--- src/rtl/pong_state_uart_tx.sv ---
// Snapshots local pong state on a frame tick and streams it as framed 8N1 UART bytes, LSB first.
// Define PONG_TX_CHECKSUM_EN to append an XOR checksum byte (9-byte frame instead of 8).
module pong_state_uart_tx #(
  parameter int CLKS_PER_BIT = 564
) (
  input  logic        clk,
  input  logic        rst,
  input  logic        timing_tick,
  input  logic [9:0]  y_pad,
  input  logic [10:0] x_ball,
  input  logic [9:0]  y_ball,
  input  logic [3:0]  player1_score,
  input  logic [3:0]  player2_score,
  output logic        tx,
  output logic        busy,
  output logic        frame_sent
);

`ifdef PONG_TX_CHECKSUM_EN
  localparam int NBYTES = 9;
`else
  localparam int NBYTES = 8;
`endif
  localparam int CW = $clog2(CLKS_PER_BIT);

  typedef enum logic [1:0] {IDLE, START, DATA, STOP} state_t;

  state_t        state, state_n;
  logic [CW-1:0] baud, baud_n;
  logic [2:0]    bit_idx, bit_n;
  logic [3:0]    byte_idx, byte_n;
  logic [38:0]   snap, snap_n;
  logic          bit_end, last_byte;
  logic          tx_d, busy_d, sent_d;
  logic [7:0]    cur_byte;

  // Snapshot layout: {y_pad[38:29], x_ball[28:18], y_ball[17:8], p1[7:4], p2[3:0]}
  function automatic logic [7:0] byte_sel(input logic [38:0] s, input logic [3:0] idx);
    logic [7:0] b;
    b = 8'hFF;
    case (idx)
      4'd0: b = 8'hA5;
      4'd1: b = {6'b0, s[38:37]};
      4'd2: b = s[36:29];
      4'd3: b = {5'b0, s[28:26]};
      4'd4: b = s[25:18];
      4'd5: b = {6'b0, s[17:16]};
      4'd6: b = s[15:8];
      4'd7: b = s[7:0];
`ifdef PONG_TX_CHECKSUM_EN
      4'd8: b = {6'b0, s[38:37]} ^ s[36:29] ^ {5'b0, s[28:26]} ^ s[25:18]
              ^ {6'b0, s[17:16]} ^ s[15:8] ^ s[7:0];
`endif
      default: b = 8'hFF;
    endcase
    return b;
  endfunction

  assign bit_end   = (baud == CW'(CLKS_PER_BIT - 1));
  assign last_byte = (byte_idx == 4'(NBYTES - 1));

  always_ff @(posedge clk or posedge rst) begin
    if (rst) begin
      state      <= IDLE;
      baud       <= '0;
      bit_idx    <= '0;
      byte_idx   <= '0;
      snap       <= '0;
      tx         <= 1'b1;
      busy       <= 1'b0;
      frame_sent <= 1'b0;
    end else begin
      state      <= state_n;
      baud       <= baud_n;
      bit_idx    <= bit_n;
      byte_idx   <= byte_n;
      snap       <= snap_n;
      tx         <= tx_d;
      busy       <= busy_d;
      frame_sent <= sent_d;
    end
  end

  always_comb begin
    state_n = state;
    baud_n  = baud;
    bit_n   = bit_idx;
    byte_n  = byte_idx;
    snap_n  = snap;
    case (state)
      IDLE: begin
        baud_n = '0;
        bit_n  = '0;
        byte_n = '0;
        if (timing_tick) begin
          state_n = START;
          snap_n  = {y_pad, x_ball, y_ball, player1_score, player2_score};
        end
      end
      START: begin
        baud_n = bit_end ? '0 : baud + 1'b1;
        if (bit_end) begin
          state_n = DATA;
          bit_n   = '0;
        end
      end
      DATA: begin
        baud_n = bit_end ? '0 : baud + 1'b1;
        if (bit_end) begin
          if (bit_idx == 3'd7) state_n = STOP;
          else                 bit_n   = bit_idx + 3'd1;
        end
      end
      STOP: begin
        baud_n = bit_end ? '0 : baud + 1'b1;
        if (bit_end) begin
          if (last_byte) begin
            state_n = IDLE;
            byte_n  = '0;
          end else begin
            state_n = START;
            byte_n  = byte_idx + 4'd1;
          end
        end
      end
      default: state_n = IDLE;
    endcase
  end

  // Outputs are computed from the next state so the registered tx/busy line up with the state.
  always_comb begin
    cur_byte = byte_sel(snap, byte_n);
    tx_d     = 1'b1;
    case (state_n)
      IDLE:    tx_d = 1'b1;
      START:   tx_d = 1'b0;
      DATA:    tx_d = cur_byte[bit_n];
      STOP:    tx_d = 1'b1;
      default: tx_d = 1'b1;
    endcase
    busy_d = (state_n != IDLE);
    sent_d = (state == STOP) && bit_end && last_byte;
  end

endmodule

--- config.mk ---
export PLATFORM = sky130hd
export DESIGN_NAME = pong_state_uart_tx
export DESIGN_NICKNAME = d
export VERILOG_FILES = /design/src/rtl/pong_state_uart_tx.sv
export SDC_FILE = /design/constraint.sdc
export NUM_CORES = 1
export LEC_CHECK = 0
export ABC_AREA = 1
export CAP_MARGIN = 40
export CELL_PAD_IN_SITES_DETAIL_PLACEMENT = 2
export CELL_PAD_IN_SITES_GLOBAL_PLACEMENT = 2
export CORE_ASPECT_RATIO = 0.8
export CORE_UTILIZATION = 34
export DETAILED_ROUTE_END_ITERATION = 12
export PLACE_DENSITY = 0.87
export SLEW_MARGIN = 30
export SYNTH_ARGS = -nofsm -noshare
export SYNTH_HDL_FRONTEND = slang
export SYNTH_SLANG_ARGS = --single-unit
--- constraint.sdc ---
create_clock -name clk -period 2.82 [get_ports clk]
set_input_delay 0.705 -clock clk [delete_from_list [all_inputs] [get_ports clk]]
set_output_delay 0.705 -clock clk [all_outputs]
set_load 0.02 [all_outputs]
**Word-level counts from Yosys, hierarchy flattened**

Cells that the tools add are included.

- $add $sub $neg: 3
- $lt $le $gt $ge: 1
- Equal/unequal tests: 16
- Mux-type cells: 20
- Reduce and logical (&&, ||, !) cells: 9

Operators by type and width:

| kind | count |
|---|---|
| $pmux W8 S8 | 1 |
| $eq A4 B3 Y1 const B | 5 |
| $pmux W10 S2 | 1 |
| $add A10 B1 Y10 const B | 1 |
| $eq A10 B10 Y1 const B | 1 |
| $mux W10 | 1 |
| $mux W2 | 5 |
| $mux W3 | 3 |
| $pmux W3 S3 | 1 |
| $eq A2 B2 Y1 const B | 4 |
| $eq A4 B2 Y1 const B | 2 |
| $mux W4 | 2 |
| $pmux W2 S4 | 1 |
| $pmux W4 S2 | 1 |
| $add A4 B1 Y4 const B | 1 |
| $eq A2 B1 Y1 const B | 2 |
| $eq A4 B1 Y1 const B | 1 |
| $logic_not A2 Y1 | 2 |
| $logic_not A4 Y1 | 1 |
| $lt A3 B4 Y1 const B | 1 |
| $add A3 B1 Y3 const B | 1 |
| $bmux W1 S3 | 1 |
| $eq A3 B3 Y1 const B | 1 |
| $pmux W1 S3 | 1 |
| other kinds (6) | 8 |

- Flip-flop bits (word level): 61
- Input bits: 42
- Output and inout port bits: 3
- Word-level logic and storage cells: 57

**Depth between registers and ports, before layout**

- Word-level depth: 9
- Depth in mapped cells: 20
- Mapped depth without buffers: 19

**Least setup slack after synthesis**

Ideal clock, no wire load.

- Path kind: reg-to-reg
- Start: register state[0]
- End: register tx
- Setup time: 68 ps
- Data arrival time: 2086 ps
- Path slack: 666 ps
- Cell stages (with the launch flop): 19
- Buffers on the path: 1
- Clock period less this slack: 2154 ps
- Path through: dfrtp_1 -> inv_1 -> ha_1 -> nor2_1 -> nand4_1 -> nand2_1 -> nor2_4 -> nor2_4 -> buf_6 -> nand2_4 -> nand2_2 -> nor2_1 -> nand2_1 -> nand3_1 -> nand3_1 -> nand2_1 -> nand2_1 -> nand2_1 -> a21oi_2

- Longest elaborated chain between the ends: 7
- Elaborated cells between the ends (all ways): 29

Ends and longest elaborated chain:

| what | RTL line | RTL |
|---|---|---|
| start: declaration | 28 | `state_t state, state_n;` |
| start signal: assignment | 73 | `state <= state_n;` |
| $eq A2 B2 Y1 or $logic_not A2 Y1 (tied branches) | 90 | `case (state)` |
| $pmux W4 S2 (*) | 90 |  |
| via byte_n[2] | 31 | `logic [3:0] byte_idx, byte_n;` |
| $eq A4 B3 Y1 (tied with other cells) | 41 | `case (idx)` |
| $pmux W8 S8 (*) | 41 |  |
| $bmux W1 S3 (*) | 137 | `DATA: tx_d = cur_byte[bit_n];` |
| $mux W1 (implied by the code) (*) | 137 |  |
| $pmux W1 S3 (*) | 134 | `case (state_n)` |
| via tx_d | 34 | `logic tx_d, busy_d, sent_d;` |
| end signal: assignment | 78 | `tx <= tx_d;` |
| end: declaration | 14 | `output logic tx,` |

Mark *: on every way through the listed nets, which the timed path passes. The rest lies on a longest branch. The select of a mux whose other input is x is not followed.
A chain may end at the register's enable or synchronous reset.

**Worst setup path in the final report**

- Start: register baud[0]
- End: register tx

- Longest elaborated chain between the ends: 8
- Elaborated cells between the ends (all ways): 27

Ends and longest elaborated chain:

| what | RTL line | RTL |
|---|---|---|
| start: declaration | 29 | `logic [CW-1:0] baud, baud_n;` |
| start signal: assignment | 74 | `baud <= baud_n;` |
| $eq A10 B10 Y1 (*) | 59 | `assign bit_end = (baud == CW'(CLKS_PER_BIT - 1));` |
| $mux W4 | 116 | `if (bit_end) begin` |
| $pmux W4 S2 | 90 |  |
| $eq A4 B3 Y1 (tied with other cells) | 41 |  |
| $pmux W8 S8 | 41 |  |
| $bmux W1 S3 | 137 |  |
| $mux W1 (implied by the code) | 137 |  |
| $pmux W1 S3 (*) | 134 |  |
| via tx_d | 34 |  |

Marks and branches as above.

==> qor.yml <==
power_and_ir_drop:
  p_switching_mw: 0.4700
  p_leak_nw: 2.182
  pwr-share-clk: 0.541
  comb_power_share: 0.039
  p_int_mw: 1.615
  ir_drop_mv: 0.3098
  p_sw_frac: 0.2255
  seqPwrFrac: 0.420
  p_per_area_nw_per_um2: 474.8
critical_path:
  rr_startpoint: "baud[0]$_DFF_PP0_"
  start_kind: "flop"
  reg2reg_to: "tx$_DFF_PP1_"
  critical_path_class: "reg -> reg"
  rr_worst_depth: 17
  worst_ep_required_time_ps: 3100
  regToRegSetupSlack_ps: 60
  end_kind: "flop"
  critPathMaxFanout: 12
  cp_data_arrival_time_ps: 3050
job:
  drv_cap: 0
placement:
  dp_hpwl_um: 7454
  gp_congestion: 0.7944
  io_buffer_count: 44
  place_area_um2: 3984
  place_ws_ps: 2.472
cts:
  cts_root_buf: "clkbuf_16"
  clock_path_buffers: 2
  clk_latency_ps: 340
  ctsHoldBuffers: 0
  clock_sinks: 61
  htreeDepth: 3
  cts_tree: "yes"
  numCtsBuffers: 9
  clk_pin_slew_worst_paths_ps: 60
synthesis:
  syn_inst: 379
  synthSimpleGateAreaFrac: 0.2737
  synth_area_leader_cell: "dfrtp_1"
  syn_avg_cell_area_um2: 8.900
  muxShareOfSynthArea: 0.1035
  synth_area_leaders: "dfrtp_1 45%, mux2_2 10%, nand3_1 7.3%, nand2_1 6.3%, nor2_1 5.2%"
  netlist.area_leader.share: 0.4451
  yosys-top-cells-count: "60 x dfrtp_1, 57 x nand2_1, 49 x nand3_1"
  ys_ff_latch: 61
  synth_compound_area_frac: 0.04859
  synth_most_common_cell: "dfrtp_1"
  synth_warnings: 0
  synth_fa_ha_area_frac: 0.04080
  ys.flop_type: "dfrtp_1"
  synth_cell_type_count: 36
  synth_edf_count: 0
  synth_xor_area_frac: 0.007789
  ys_seq_area_frac: 0.4529
  syn_area_um2: 3373
  synth_top_family_by_area: "simple AND/OR/NAND/NOR gates"
  synth_nets: 432
  async_reset_ff_frac: 1.000
status:
  status: "complete, no violations"
timing:
  setup_viol: 0
  final.setup.tns_ps: 0
  period_share: 0.9794
  max-slew-margin-rel: 0.6587
  fmax_mhz: 362.1
  setup_slack_ps: 58.06
  hold_viol: 0
  tightest_slew_ps: 508.5
  slew_violations: 0
  min_period_ps: 2762
  skew_ps: 11.19
grt:
  grt_pass1_vias: 3336
  grt_pass1_wl_um: 17940
  gr-total-overflow: 0
  grtUsageTotal: 0.2301
  grt_max_degree: 62
  grt_antenna_before_repair: 0
min_path:
  hold_end: "baud[0]$_DFF_PP0_"
  hold_depth: 1
  hold_class: "reg -> reg"
  hp-start: "baud[0]$_DFF_PP0_"
route:
  dr.pass1.iters: 4
  vias_per_cell: 5.200
  routed_wl_um: 12080
  route.vias.total: 2995
  ant_nets: 0
  drt_iter0_drc: 118
  wire_per_inst_um: 20.97
  drc: 0
floorplan:
  std_cell_rows: 32
  die_x_um: 113.4
  io_pins: 45
  start_util: 0.3496
  die_y_um: 91.09
  coreArea_um2: 9649
  die_area_um2: 10330
finish:
  layout.nets: 488
  post-route-util: 0.4550
  syn_to_final_growth_pct: 30.16
  design_area_um2: 4390
  layout-drive-gt1-share: 0.2432
  antenna_cells: 0
[registers in the layout, indices dropped and copies added, names as in the netlist]
register / cells
frame_sent: 1
snap: 39
bit_idx: 3
baud: 10
busy: 1
byte_idx: 4
state: 2
tx: 1
[cell usage in the layout (no fill, tap or decap), drive strengths merged, types with 2 or more instances in the layout]
| master | synthesis | layout |
|---|---|---|
| xor2 | 3 | 3 |
| buf | 6 | 11 |
| clkdlybuf4s50 | 0 | 44 |
| nand2 | 64 | 64 |
| nand3 | 53 | 53 |
| dfrtp | 60 | 60 |
| nor2 | 55 | 56 |
| clkinv | 0 | 2 |
| o21ai | 9 | 9 |
| nor3 | 7 | 7 |
| inv | 46 | 47 |
| or2 | 2 | 2 |
| clkbuf | 5 | 9 |
| mux2 | 31 | 31 |
| nand4 | 4 | 4 |
| a21oi | 15 | 15 |
| clkinvlp | 0 | 3 |
| ha | 11 | 11 |
[power groups by stage]
stage	logic (mW)	clock network, mW	registers [mW]
5_1_grt	0.0882	1.18	0.875
3_3_place_gp	0.0800	0	0.891
6_report	0.0811	1.13	0.876
3_5_place_dp	0.0822	0	0.891
2_1_floorplan	0.0133	0	0.891
4_1_cts	0.0829	1.14	0.876
[worst max-delay path by stage]
stage / slack [ps] / to / from / cells past startpoint
3_3_place_gp: 260 / tx$_DFF_PP1_ / state[1]$_DFF_PP0_ / 17
2_1_floorplan: 600 / baud[0]$_DFF_PP0_ / rst / 1
3_5_place_dp: 2 / tx$_DFF_PP1_ / state[0]$_DFF_PP0_ / 17
5_1_grt: -160 / tx$_DFF_PP1_ / baud[0]$_DFF_PP0_ / 17
4_1_cts: 8 / tx$_DFF_PP1_ / state[0]$_DFF_PP0_ / 17
6_report: 60 / tx$_DFF_PP1_ / baud[0]$_DFF_PP0_ / 17
[per-stage QoR]
stage	power, mW	hold slack [ps]	cells
2_1_floorplan	0.9047	432.9	379
3_5_place_dp	0.9735	468.2	554
3_3_place_gp	0.9712	450.9	554
5_1_grt	2.143	505.1	576
4_1_cts	2.102	476.0	571
6_report	2.085	476.5	576
[timing repair]
action                     in CTS  in global routing
setup endpoints to repair       1                  1
setup buffers                   1                  4
pin swaps                       2                  6
resized for setup               3                 15
cloned                          0                  1
[metal layers]
metal / GRT usage / vias to the layer above / share of wire
met5: 0 / - / 0
met4: 0.08991 / 0 / 0.042
met3: 0.05207 / 35 / 0.044
met2: 0.3983 / 94 / 0.50
met1: 0.2768 / 1517 / 0.41
li1: - / 1349 / -
[worst max-delay path: stages (launching register included)]
cell     delay [ps]
dfrtp_1         380
ha_1            240
nand3_2         150
nor2_8          180
nand3_1         130
nand2_2         150
nand3_4         120
nor2_8          250
nand2_2         110
nor2_1          240
nor2_2           90
nand2_1          70
nand3_1          90
nand3_1         120
nand2_1          70
nand2_1          90
nand2_1          90
a21oi_2         120
[cell type report]
class | count | area [um2]
clock buffers | 9 | 225.2
clock inverters | 7 | 75.07
fillers | 1040 | 5259
inverters | 46 | 172.7
multi-input cells | 262 | 1670
flip-flops and latches | 61 | 1529
well taps | 136 | 170.2
repair buffers | 55 | 548.0
[kinds of logic (layout without fill, tap and decap cells)]
logic type               Yosys count  count (layout)
buffers and inverters             57             117
flip-flops                        61              61
AO/OA/AOI/OAI                     28              28
AND/OR/NAND/NOR                  188             189
adder cells (fa/ha/maj)           11              11
XOR/XNOR                           3               3
multiplexers                      31              31
(Power assumes the default switching activity.)
